File: src/rtl/if_fetch_unit_pkg.sv
// Shared definitions for the instruction-fetch stage: FSM state codes, the NOP
// word and small PC helpers used by the fetch unit, the hazard unit and the bench.
package if_fetch_unit_pkg;

  typedef enum logic [1:0] {
    FETCH = 2'd0,
    HOLD  = 2'd1,
    DROP  = 2'd2
  } fetch_state_e;

  localparam logic [31:0] NOP_WORD = 32'h0000_0000;
  localparam logic [31:0] PC_STEP  = 32'd4;

  // Instruction addresses are word aligned; the low two bits of a target are dropped.
  function automatic logic [31:0] align_pc(input logic [31:0] addr);
    return addr & 32'hFFFF_FFFC;
  endfunction

  function automatic logic [31:0] next_seq_pc(input logic [31:0] pc);
    return pc + PC_STEP;
  endfunction

endpackage

File: src/rtl/if_fetch_unit_register.sv
// Generic load-enable register with synchronous clear and synchronous reset.
// Priority: rst > sclr > ld.
module if_fetch_unit_register #(
  parameter int          W       = 32,
  parameter logic [W-1:0] RST_VAL = '0
) (
  input  logic         clk,
  input  logic         rst,
  input  logic         ld,
  input  logic         sclr,
  input  logic [W-1:0] d,
  output logic [W-1:0] q
);

  always_ff @(posedge clk) begin
    if (rst) begin
      q <= RST_VAL;
    end else if (sclr) begin
      q <= '0;
    end else if (ld) begin
      q <= d;
    end
  end

endmodule

File: src/rtl/if_fetch_unit.sv
// MIPS instruction-fetch stage: owns the PC, drives the req/ready instruction
// memory port and feeds the IF/ID register, absorbing stalls and redirects.
module if_fetch_unit
  import if_fetch_unit_pkg::*;
#(
  parameter logic [31:0] RESET_PC = 32'h0000_0000
) (
  input  logic        clk,
  input  logic        rst,
  input  logic        Stall,
  input  logic        Redirect,
  input  logic [31:0] RedirectTarget,
  output logic        ImemReq,
  output logic [31:0] ImemAddr,
  input  logic        ImemReady,
  input  logic [31:0] ImemData,
  output logic [31:0] PcOut,
  output logic [31:0] InstOut,
  output logic        IfIdLoad,
  output logic        IfIdFlush,
  output logic [1:0]  dbg_state
);

  // Memory handshake: a fetch is outstanding whenever ImemReq=1; it completes
  // in the cycle ImemReady=1, and ImemAddr is held constant until then.

  fetch_state_e state, state_n;

  logic [31:0] pc, hold_inst, redir_pc;
  logic [31:0] pc_d, target;
  logic        pc_ld, hold_ld, hold_clr, redir_ld;

  assign target = align_pc(RedirectTarget);

  if_fetch_unit_register #(.W(32), .RST_VAL(RESET_PC)) u_pc_reg (
    .clk  (clk),
    .rst  (rst),
    .ld   (pc_ld),
    .sclr (1'b0),
    .d    (pc_d),
    .q    (pc)
  );

  if_fetch_unit_register #(.W(32), .RST_VAL(NOP_WORD)) u_hold_reg (
    .clk  (clk),
    .rst  (rst),
    .ld   (hold_ld),
    .sclr (hold_clr),
    .d    (ImemData),
    .q    (hold_inst)
  );

  if_fetch_unit_register #(.W(32), .RST_VAL(32'h0000_0000)) u_redir_reg (
    .clk  (clk),
    .rst  (rst),
    .ld   (redir_ld),
    .sclr (1'b0),
    .d    (target),
    .q    (redir_pc)
  );

  always_ff @(posedge clk) begin
    if (rst) begin
      state <= FETCH;
    end else begin
      state <= state_n;
    end
  end

  always_comb begin
    state_n   = state;
    pc_ld     = 1'b0;
    pc_d      = next_seq_pc(pc);
    hold_ld   = 1'b0;
    hold_clr  = 1'b0;
    redir_ld  = 1'b0;
    ImemReq   = 1'b0;
    IfIdLoad  = 1'b0;
    IfIdFlush = 1'b0;

    if (rst) begin
      IfIdFlush = 1'b1;
    end else begin
      unique case (state)
        FETCH: begin
          ImemReq = 1'b1;
          if (ImemReady) begin
            if (Redirect) begin
              pc_d      = target;
              pc_ld     = 1'b1;
              IfIdFlush = 1'b1;
            end else if (Stall) begin
              hold_ld = 1'b1;
              state_n = HOLD;
            end else begin
              pc_ld    = 1'b1;
              IfIdLoad = 1'b1;
            end
          end else begin
            // Address must not move while the request is outstanding; a
            // redirect is parked in redir_pc until the stale response drains.
            if (Redirect) begin
              redir_ld  = 1'b1;
              IfIdFlush = 1'b1;
              state_n   = DROP;
            end else if (!Stall) begin
              IfIdFlush = 1'b1;
            end
          end
        end

        HOLD: begin
          if (Redirect) begin
            pc_d      = target;
            pc_ld     = 1'b1;
            hold_clr  = 1'b1;
            IfIdFlush = 1'b1;
            state_n   = FETCH;
          end else if (!Stall) begin
            pc_ld    = 1'b1;
            IfIdLoad = 1'b1;
            state_n  = FETCH;
          end
        end

        DROP: begin
          ImemReq   = 1'b1;
          IfIdFlush = 1'b1;
          redir_ld  = Redirect;
          if (ImemReady) begin
            pc_d    = Redirect ? target : redir_pc;
            pc_ld   = 1'b1;
            state_n = FETCH;
          end
        end

        default: begin
          state_n = FETCH;
        end
      endcase
    end
  end

  assign ImemAddr  = pc;
  assign PcOut     = next_seq_pc(pc);
  assign InstOut   = (state == HOLD) ? hold_inst : ImemData;
  assign dbg_state = state;

endmodule

File: config.mk
export PLATFORM = sky130hd
export DESIGN_NAME = if_fetch_unit
export DESIGN_NICKNAME = d
export VERILOG_FILES = /design/src/rtl/if_fetch_unit_pkg.sv /design/src/rtl/if_fetch_unit_register.sv /design/src/rtl/if_fetch_unit.sv
export SDC_FILE = /design/constraint.sdc
export NUM_CORES = 1
export LEC_CHECK = 0
export ABC_AREA = 0
export ABC_CLOCK_PERIOD_IN_PS = 6900
export CORE_ASPECT_RATIO = 0.9
export CORE_MARGIN = 5
export CORE_UTILIZATION = 44
export CTS_BUF_LIST = sky130_fd_sc_hd__clkbuf_4
export DETAILED_ROUTE_END_ITERATION = 8
export GPL_TIMING_DRIVEN = 0
export MAX_ROUTING_LAYER = met4
export PLACE_DENSITY = 0.76
export SLEW_MARGIN = 25
export SYNTH_ARGS = -nofsm -noshare
export SYNTH_HDL_FRONTEND = slang
export SYNTH_HIERARCHICAL = 1
export SYNTH_SLANG_ARGS = --single-unit
File: constraint.sdc
create_clock -name clk -period 6.9 [get_ports clk]
set_input_delay 0.69 -clock clk [delete_from_list [all_inputs] [get_ports clk]]
set_output_delay 0.69 -clock clk [all_outputs]
set_load 0.03 [all_outputs]
==> impl_metrics.ini, run 1 <==
[place]
portBuffers = 166
hpwl_um = 13060
gp_congestion = 0.8952
place_ws_ns = 3.550
place_area_um2 = 7507

[sta]
report.final.slew_viol_count = 0
setup_violations = 0
layout_setup_ws_ns = 3.030
finalSetupTns_ns = 0
slew_headroom = 0.4979
finalCritPeriodShare = 0.5608
maxClockFrequency_ghz = 0.2584
final.min_clock_period_ns = 3.870
worst_pin_slew_ns = 0.7469
fin_worst_skew_ns = 0.01017
final_hold_viol_count = 0
rsz0062_at_grt = false

[drt]
wire_per_inst_um = 16.13
ant_nets = 0
drc_errors = 0
route.met2.wl_um = 7601
via_count = 5525
dr_wl_met3_um = 1109
dr.pass1.iters = 5
dr.max_layer_used = met4
met1Wirelength_um = 7778
drt_iter0_drc = 461
drt-total-wl_um = 16870
vias_per_cell = 5.282

[layout]
mostFrequentLayoutCells = clkdlybuf4s50_1, nand2_1, nor2_1
drive_above_1_share = 0.06243
final-seq-area_um2 = 1962
syn2layout_area_growth_pct = 36.47
fillCellCount = 1168
final_common_cell = clkdlybuf4s50_1
multi_input_area_um2 = 3296
fin_area_um2 = 7674
nets = 946

[logic_synthesis]
synthCells = 696
async_reset_ff_frac = 0
synth_cell_types = 51
syn_area_per_cell_um2 = 8.079
ys_ff_latch = 98
synth_edf_count = 0
netlist_area_um2 = 5623
synth_warnings = 6
yosysSeqAreaShare = 0.3489
synth_ff_type = dfxtp_1

[cts]
post_cts_buffers = 0
cts_tree = built
ctsResizeCount = 0
root_buffer = clkbuf_4
cts_hold_buf = 0
numCtsBuffers = 9
cts_sinks = 98
htreeDepth = 3
clock_path_buffers = 2
clkLatencyLatePin_ns = 0.45
clkTransAtPathRegs_ns = 0.15

[worst_setup_path]
r2r_slack_ns = 4.52
critPathArrivalTime_ns = 3.18
worstSetupEndpointType = output port
crit_path_start_kind = flip-flop
crit_end = PcOut[18]
critPathMaxFanout = 7
crit_required_ns = 6.21
reg2reg_from = dbg_state[1]$_SDFFE_PP0P_
worst-r2r-cell-count = 7
crit_type = flip-flop to output port
worstSetupStartpoint = u_pc_reg/q[2]$_SDFFE_PP0P_
reg2reg_to = u_pc_reg/q[28]$_SDFFE_PP0P_

[floorplan]
io_pins = 170
initial_core_util = 0.4466
core_area_um2 = 12590
die_h_um = 117.2
placementRows = 39
die_w_um = 129.2
dieArea_um2 = 15140

[pwr]
p_leak_nw = 2.844
ir_worst_vdd_mv = 0.1268
powerDensity_nw_per_um2 = 151.8

[global_routing]
grt_pass1_vias = 5072
grt.overflow.total = 0
grt_pass1_wl_um = 26360
groute.usage.overall = 0.2256
grt_max_degree = 17
antenna_found_initial = 1

[flow_run]
max_cap_violations = 0

[run_status]
status = completed

[hold_path]
hp-class = flip-flop to flip-flop
[worst max-delay path, stage by stage (launching register included)]
cell and delay [ns]:
dfxtp_1 0.48, ha_1 0.24, and3_1 0.16, clkbuf_1 0.26, nand4_1 0.30, or2_2 0.37, xnor2_1 0.20, clkdlybuf4s50_1 0.72
[worst min path at each step]
stage	slack [ns]	depth (start not counted)	endpoint	startpoint
after global placement	0.46	2	u_redir_reg/q[24]$_SDFFE_PP0P_	u_redir_reg/q[24]$_SDFFE_PP0P_
after floorplan	0.45	2	u_redir_reg/q[20]$_SDFFE_PP0P_	u_redir_reg/q[20]$_SDFFE_PP0P_
after detailed placement	0.47	2	u_redir_reg/q[25]$_SDFFE_PP0P_	u_redir_reg/q[25]$_SDFFE_PP0P_
after global routing	0.54	2	u_redir_reg/q[31]$_SDFFE_PP0P_	u_redir_reg/q[31]$_SDFFE_PP0P_
final	0.50	2	u_redir_reg/q[29]$_SDFFE_PP0P_	u_redir_reg/q[29]$_SDFFE_PP0P_
after CTS	0.51	2	u_redir_reg/q[29]$_SDFFE_PP0P_	u_redir_reg/q[29]$_SDFFE_PP0P_
[synthesized netlist by cell type (2+ instances only)]
library cell,number,area share
dfxtp_1,98,0.35
inv_1,5,0.0033
nor4_1,4,0.0044
and3_1,3,0.0033
buf_6,11,0.022
nor2_1,109,0.073
o22ai_1,4,0.0044
a21oi_1,5,0.0044
nand2b_1,3,0.0033
nor3_1,3,0.0027
clkbuf_2,3,0.0027
nand4_1,11,0.012
clkbuf_1,21,0.014
a21boi_0,4,0.0053
buf_1,3,0.0020
o21a_1,5,0.0067
xor2_1,6,0.0093
xnor2_1,13,0.020
and4_1,5,0.0078
nor2b_1,11,0.012
a22oi_1,8,0.011
a211oi_1,10,0.013
o211ai_1,8,0.011
or3_1,9,0.010
or2_1,3,0.0033
o21ai_0,16,0.014
a22o_1,11,0.017
mux2i_1,102,0.18
nand3_1,18,0.016
or4_1,7,0.0093
nand3b_1,2,0.0027
a31oi_1,10,0.011
buf_4,18,0.024
nand2_1,130,0.087
[layer usage]
layer / global-route usage / vias to the layer above
met3: 0.04673 / 25
li1: - / 2776
met4: 0.06788 / 0
met1: 0.3059 / 2540
met5: - / -
met2: 0.3401 / 184
[cell type report]
class	instances	area share
Antenna cell	1	0.0003261
Inverter	5	0.002446
Multi-Input combinational cell	540	0.4295
Tap cell	164	0.02674
Timing Repair Buffer	166	0.2165
Buffer	56	0.04745
Clock inverter	6	0.01158
Clock buffer	10	0.009783
Sequential cell	98	0.2557
[metrics by stage]
| stage | util | std cells | hold slack (ns) | total power, W |
|---|---|---|---|---|
| 3_5_place_dp | 0.5963 | 1029 | 0.4722 | 0.0008285 |
| 2_1_floorplan | - | 699 | 0.4520 | 0.0007248 |
| 6_report | 0.6095 | 1046 | 0.5030 | 0.001165 |
| 3_3_place_gp | 0.5958 | 1029 | 0.4631 | 0.0008273 |
| 4_1_cts | 0.6093 | 1045 | 0.5086 | 0.001179 |
| 5_1_grt | 0.6095 | 1046 | 0.5380 | 0.001221 |
[registers in the layout, summed over array words and instances, names as in the netlist]
name / count
u_redir_reg/q: 32
dbg_state: 2
u_pc_reg/q: 32
u_hold_reg/q: 32
[cells by family (layout without fill, tap and decap cells)]
family	after synthesis	after routing	share of synthesized area
flops	98	98	0.3489
compound gates	88	88	0.1088
mux	103	103	0.1836
fa+ha+maj	1	1	0.002225
xor+xnor	19	19	0.02960
other cells	1	5	0.0006669
simple gates	325	325	0.2581
buf+inv	61	243	0.06809
[report_power, final]
part,internal [W],switching (W)
combinational,0.000110,0.000126
clock,0.000152,0.000196
sequential,0.000575,0.00000660
(Power assumes the default switching activity.)
==> inputs of run 2 (changes only) <==
- ABC_CLOCK_PERIOD_IN_PS: 6900 -> 3900
- clock period: 6.9 -> 3.9 ns (I/O delays scaled with it)
==> results of run 2 <==
The final DEF is identical to that of run 1. Status: completed.
Among the figures that moved: setup slack after placement 3.550 ns -> 0.8703 ns; setup slack after layout 3.030 ns -> 0.3303 ns; register-to-register setup slack 4.52 ns -> 1.52 ns; total power 0.001165 W -> 0.002062 W; worst IR drop on VDD 0.1268 mV -> 0.2243 mV
